## src/rtl/game_pkg.sv

```systemverilog
// Types and constants shared by the game-object controllers.
package game_pkg;
  typedef enum logic [1:0] {
    ST_IDLE   = 2'd0,
    ST_RUN    = 2'd1,
    ST_FROZEN = 2'd2
  } state_t;

  localparam int          OBSTACLE_WIDTH = 50;
  localparam logic [15:0] LFSR_SEED      = 16'hACE1;
endpackage

```

## src/rtl/vga_pkg.sv

```systemverilog
// Video timing constants for the 800x600 display that the game objects are placed on.
package vga_pkg;
  localparam logic [11:0] HOR_PIXELS = 12'd800;
  localparam logic [11:0] VER_PIXELS = 12'd600;
endpackage

```

## src/rtl/lfsr16.sv

```systemverilog
// Free-running 16-bit Fibonacci LFSR, x^16+x^14+x^13+x^11+1, loaded with seed on reset.
module lfsr16 (
  input  logic        clk,
  input  logic        rst,
  input  logic [15:0] seed,
  output logic [15:0] state
);
  logic [15:0] lfsr_q, lfsr_d;
  logic        feedback;

  // The zero check only matters if the register is somehow upset into the lock-up state.
  always_comb begin
    feedback = lfsr_q[0] ^ lfsr_q[2] ^ lfsr_q[3] ^ lfsr_q[5];
    lfsr_d   = {feedback, lfsr_q[15:1]};
    if (lfsr_d == 16'h0000) lfsr_d = seed;
  end

  always_ff @(posedge clk) begin
    if (rst) lfsr_q <= seed;
    else     lfsr_q <= lfsr_d;
  end

  assign state = lfsr_q;
endmodule

```

## src/rtl/obstacle_ctl.sv

```systemverilog
// Obstacle column controller: scrolls a gapped obstacle left each frame and respawns it
// at a pseudo-random height once it leaves the screen.
module obstacle_ctl
  import vga_pkg::*, game_pkg::*;
#(
  parameter int SPEED = 4,
  parameter int GAP_H = 150,
  parameter int Y_MIN = 100
) (
  input  logic        clk,
  input  logic        rst,
  input  logic        frame_tick,
  input  logic        start,
  input  logic        halt,
  output logic [11:0] obstacle_xpos_1,
  output logic [11:0] obstacle_ypos_1,
  output logic [11:0] obstacle_ypos_2,
  output logic        obstacle_passed,
  output logic        running
);
  localparam logic [11:0] SPEED_W = 12'(SPEED);
  localparam logic [11:0] GAP_W   = 12'(GAP_H);
  localparam logic [11:0] Y_MIN_W = 12'(Y_MIN);

  state_t      state_q, state_d;
  logic [11:0] xpos_q, xpos_d, ypos1_q, ypos1_d, ypos2_q, ypos2_d;
  logic        passed_q, passed_d, running_q, running_d;
  logic        spawn;
  logic [15:0] lfsr_state;
  logic [11:0] spawn_y1, spawn_y2;
  logic        unused_lfsr_hi;

  lfsr16 u_lfsr (
    .clk  (clk),
    .rst  (rst),
    .seed (LFSR_SEED),
    .state(lfsr_state)
  );

  assign unused_lfsr_hi = ^lfsr_state[15:8];
  assign spawn_y1       = Y_MIN_W + {4'b0000, lfsr_state[7:0]};
  assign spawn_y2       = spawn_y1 + GAP_W;

  always_ff @(posedge clk) begin
    if (rst) state_q <= ST_IDLE;
    else     state_q <= state_d;
  end

  // halt wins over start everywhere, so a frozen game cannot resume while still colliding.
  always_comb begin
    state_d = state_q;
    case (state_q)
      ST_IDLE:   if (start && !halt) state_d = ST_RUN;
      ST_RUN:    if (halt)           state_d = ST_FROZEN;
      ST_FROZEN: if (start && !halt) state_d = ST_RUN;
      default:                       state_d = ST_IDLE;
    endcase
  end

  always_comb begin
    xpos_d   = xpos_q;
    ypos1_d  = ypos1_q;
    ypos2_d  = ypos2_q;
    passed_d = 1'b0;
    spawn    = 1'b0;
    case (state_q)
      ST_IDLE: begin
        if (state_d == ST_RUN) begin
          spawn = 1'b1;
        end else begin
          xpos_d  = HOR_PIXELS;
          ypos1_d = 12'd0;
          ypos2_d = VER_PIXELS - 12'd1;
        end
      end
      ST_RUN: begin
        if (!halt && frame_tick) begin
          if (xpos_q >= SPEED_W) begin
            xpos_d = xpos_q - SPEED_W;
          end else begin
            spawn    = 1'b1;
            passed_d = 1'b1;
          end
        end
      end
      ST_FROZEN: if (state_d == ST_RUN) spawn = 1'b1;
      default: ;
    endcase
    if (spawn) begin
      xpos_d  = HOR_PIXELS - 12'd1;
      ypos1_d = spawn_y1;
      ypos2_d = spawn_y2;
    end
    running_d = (state_d == ST_RUN);
  end

  always_ff @(posedge clk) begin
    if (rst) begin
      xpos_q    <= HOR_PIXELS;
      ypos1_q   <= 12'd0;
      ypos2_q   <= VER_PIXELS - 12'd1;
      passed_q  <= 1'b0;
      running_q <= 1'b0;
    end else begin
      xpos_q    <= xpos_d;
      ypos1_q   <= ypos1_d;
      ypos2_q   <= ypos2_d;
      passed_q  <= passed_d;
      running_q <= running_d;
    end
  end

  assign obstacle_xpos_1 = xpos_q;
  assign obstacle_ypos_1 = ypos1_q;
  assign obstacle_ypos_2 = ypos2_q;
  assign obstacle_passed = passed_q;
  assign running         = running_q;
endmodule

```

## config.mk

```make
export PLATFORM = sky130hd
export DESIGN_NAME = obstacle_ctl
export DESIGN_NICKNAME = d
export VERILOG_FILES = /design/src/rtl/game_pkg.sv /design/src/rtl/vga_pkg.sv /design/src/rtl/lfsr16.sv /design/src/rtl/obstacle_ctl.sv
export SDC_FILE = /design/constraint.sdc
export NUM_CORES = 1
export LEC_CHECK = 0
export ABC_AREA = 1
export CORE_MARGIN = 1
export CORE_UTILIZATION = 47
export CTS_CLUSTER_SIZE = 16
export DETAILED_ROUTE_END_ITERATION = 10
export PLACE_DENSITY = 0.85
export SLEW_MARGIN = 20
export SYNTH_ARGS = -nofsm -noshare
export SYNTH_HDL_FRONTEND = slang
export SYNTH_SLANG_ARGS = --single-unit
```

## constraint.sdc

```tcl
create_clock -name clk -period 1.8 [get_ports clk]
set_input_delay 0.54 -clock clk [delete_from_list [all_inputs] [get_ports clk]]
set_output_delay 0.54 -clock clk [all_outputs]
set_load 0.02 [all_outputs]
```

==> results.ini <==
[grt]
antenna_found_initial = 0
grt_pass1_vias = 2114
grt_pass1_wl_mm = 8.78
overflow = 0
grt_max_degree = 18
grt_usage_pct = 21.0

[synth]
synth_top_area_share_pct = 41.6
synth-seq-area-share_pct = 41.6
yosysWarnings = 0
yosys.cell_types.count = 30
synthAdderAreaFrac_pct = 3.64
synth_edf_count = 0
avgSynthCellArea_um2 = 7.38
ys_top_cells_by_area = dfxtp_1 (42%), nand2_1 (10%), inv_1 (6.1%)
synthFlopType = dfxtp_1
ys_async_sr_fraction_pct = 0
synth_compound_area_share_pct = 6.97
synth_mux_area_share_pct = 0
synth_simple_gate_area_share_pct = 34.6
netlist_area_mm2 = 0.00240
synth_commonest_cells = nand2_1 (66), dfxtp_1 (50), inv_1 (39), nor2_1 (39), nand3_1 (27)
synth_most_common_cell = nand2_1
syn_inst = 326
synthXorXnorAreaFrac_pct = 2.19
synth_top_family_by_area = simple AND/OR/NAND/NOR gates
yosys.area.top_type = dfxtp_1
ys_ff_latch = 50

[floorplanning]
pin_count = 43
die_area_mm2 = 0.00541
die_x_um = 73.5
num_rows = 25
start_util_pct = 49.9
die_height_um = 73.5
core-area_mm2 = 0.00482

[clocking]
cts_max_level = 2
clock_latency_ps = 300
numCtsBuffers = 5
clockBufferDepth = 2
cts.clk_slew.worst_paths_ps = 80
cts.sinks = 50
ctsHoldBuffers = 0
cts_tree = built
root_buffer = clkbuf_8

[layout]
drive_above_1_share_pct = 13.9
final_cells = 441
diodes = 0
nNetsFinal = 387
area_delta_synth_final_pct = 24.9
finish.utilization_pct = 62.3

[critical_path]
slowest_stage = clkdlybuf4s50_1
startpoint = obstacle_passed$_SDFF_PP0_
cp.required_ps = 1260
path_cells = clkdlybuf4s50_1
start_kind = flop
critPathKind = flop to output port
crit-reg2reg-launch = obstacle_xpos_1[3]$_SDFFE_PP0P_
critPathMaxFanout = 1
cp_top_family = buffers and inverters
crit_path_end_kind = output port
slowest_delay_ps = 590
arrival_ps = 1210
critPathBufInv = 1

[route]
first_pass_iters = 6
wire_per_inst_um = 11.7
vias = 2216
ant_nets = 0
drt_iter0_drc = 124
drt_wl_total_mm = 5.17
viasPerCell = 5.02
drc = 0

[timing]
clock.fmax_ghz = 0.573
skew_ps = 10.8
rsz0062_at_grt = true
period_share_pct = 97.0
whs_ps = 437
tns_ps = 0
min_period_ps = 1750
maxSlewViolCount = 0
hold_viol_final = 0
finalSetupViolCount = 0

[power]
leakagePower_nw = 1.53
max-vdd-ir-drop_mv = 0.545
p_per_area_mw_per_mm2 = 757

[min_path]
hold_path.startpoint = u_lfsr.state[15]$_SDFF_PP1_
hold_path.class = flop to flop

[placement]
place_inst = 435
portBuffers = 37
place.detailed.hpwl_mm = 3.94
gp_congestion = 0.858

[run_status]
status = finished, final reports clean

[job]
drv_cap = 0

routing by layer:
layer / track usage (%) / part of all wire, % / vias to the layer above
met1: 24.5 / 43 / 1022
met2: 36.6 / 51 / 58
met4: 10.7 / 1.5 / 0
li1: - / - / 1128
met3: 3.70 / 4.6 / 8
met5: 0 / 0 / -
path summary, 6_finish.rpt:
kind                                     end  slack, ps  depth (start not counted)
max                          obstacle_passed         50                          1
min              u_lfsr.state[14]$_SDFF_PP0_        440                          2
max reg2reg  obstacle_ypos_1[5]$_SDFFE_PP0P_        170                          8
min reg2reg      u_lfsr.state[14]$_SDFF_PP0_        440                          2
layout make-up:
cell class | count | area (µm²)
Multi-Input combinational cell | 225 | 1170
Inverter | 40 | 150
Clock buffer | 6 | 82.6
Tap cell | 67 | 83.8
Sequential cell | 50 | 1000
Timing Repair Buffer | 53 | 509
Fill cell | 426 | 1810
cells in the final DEF, fill, tap and decap left out, types with 2 or more instances in the layout:
| master | instances |
|---|---|
| nor2_1 | 38 |
| clkbuf_8 | 6 |
| xnor2_1 | 3 |
| inv_1 | 37 |
| o21ai_0 | 8 |
| clkdlybuf4s50_1 | 6 |
| nor4_1 | 2 |
| nor3_1 | 4 |
| nand2_2 | 4 |
| o21ai_1 | 2 |
| nand3_1 | 27 |
| nor2_2 | 4 |
| nor2_4 | 3 |
| dfxtp_2 | 2 |
| dfxtp_1 | 48 |
| nand4_1 | 16 |
| nand2_1 | 66 |
| buf_4 | 15 |
| dlymetal6s2s_1 | 12 |
| a21oi_2 | 2 |
| conb_1 | 5 |
| dlygate4sd2_1 | 19 |
| xor2_1 | 3 |
| ha_1 | 6 |
| a21oi_1 | 20 |
| inv_2 | 3 |
| or2_2 | 8 |
kinds of logic after synthesis:
kind of cell | count (synthesis)
and+or+nand+nor | 175
AOI/OAI and AO/OA | 32
other | 1
adders and majority gates | 7
DFF | 50
buffers and inverters | 55
xor gates and xnor gates | 6
registers in the layout, summed over array words and instances, names as in the netlist:
name             cells
obstacle_ypos_2     10
obstacle_ypos_1      9
obstacle_passed      1
state_q              2
obstacle_xpos_1     11
running              1
u_lfsr.state        16
through the flow:
| step | setup WS [ps] | power (W) | cell area (µm²) |
|---|---|---|---|
| 2_1_floorplan | 92.8 | 0.00153 | 2420 |
| 3_3_place_gp | -209 | 0.00166 | 2900 |
| 3_5_place_dp | -272 | 0.00167 | 2900 |
| 4_1_cts | 0.699 | 0.00228 | 2960 |
| 5_1_grt | -24.3 | 0.00238 | 3000 |
| 6_report | 54.7 | 0.00227 | 3000 |
power by group:
part | switching, W | total [W] | leakage, nW | internal [W]
clock network | 0.000335 | 0.000632 | 0.0431 | 0.000297
registers | 0.0000470 | 0.00121 | 0.412 | 0.00117
logic | 0.000262 | 0.000430 | 1.07 | 0.000167
repair_timing:
item	4_1_cts	5_1_grt
buffers inserted	0	0
hold endpoints to repair	0	0
endpoints found under the setup margin	19	33
gates resized for setup	19	20
pin swaps	0	2
gates cloned	0	0
(Power assumes the default switching activity.)
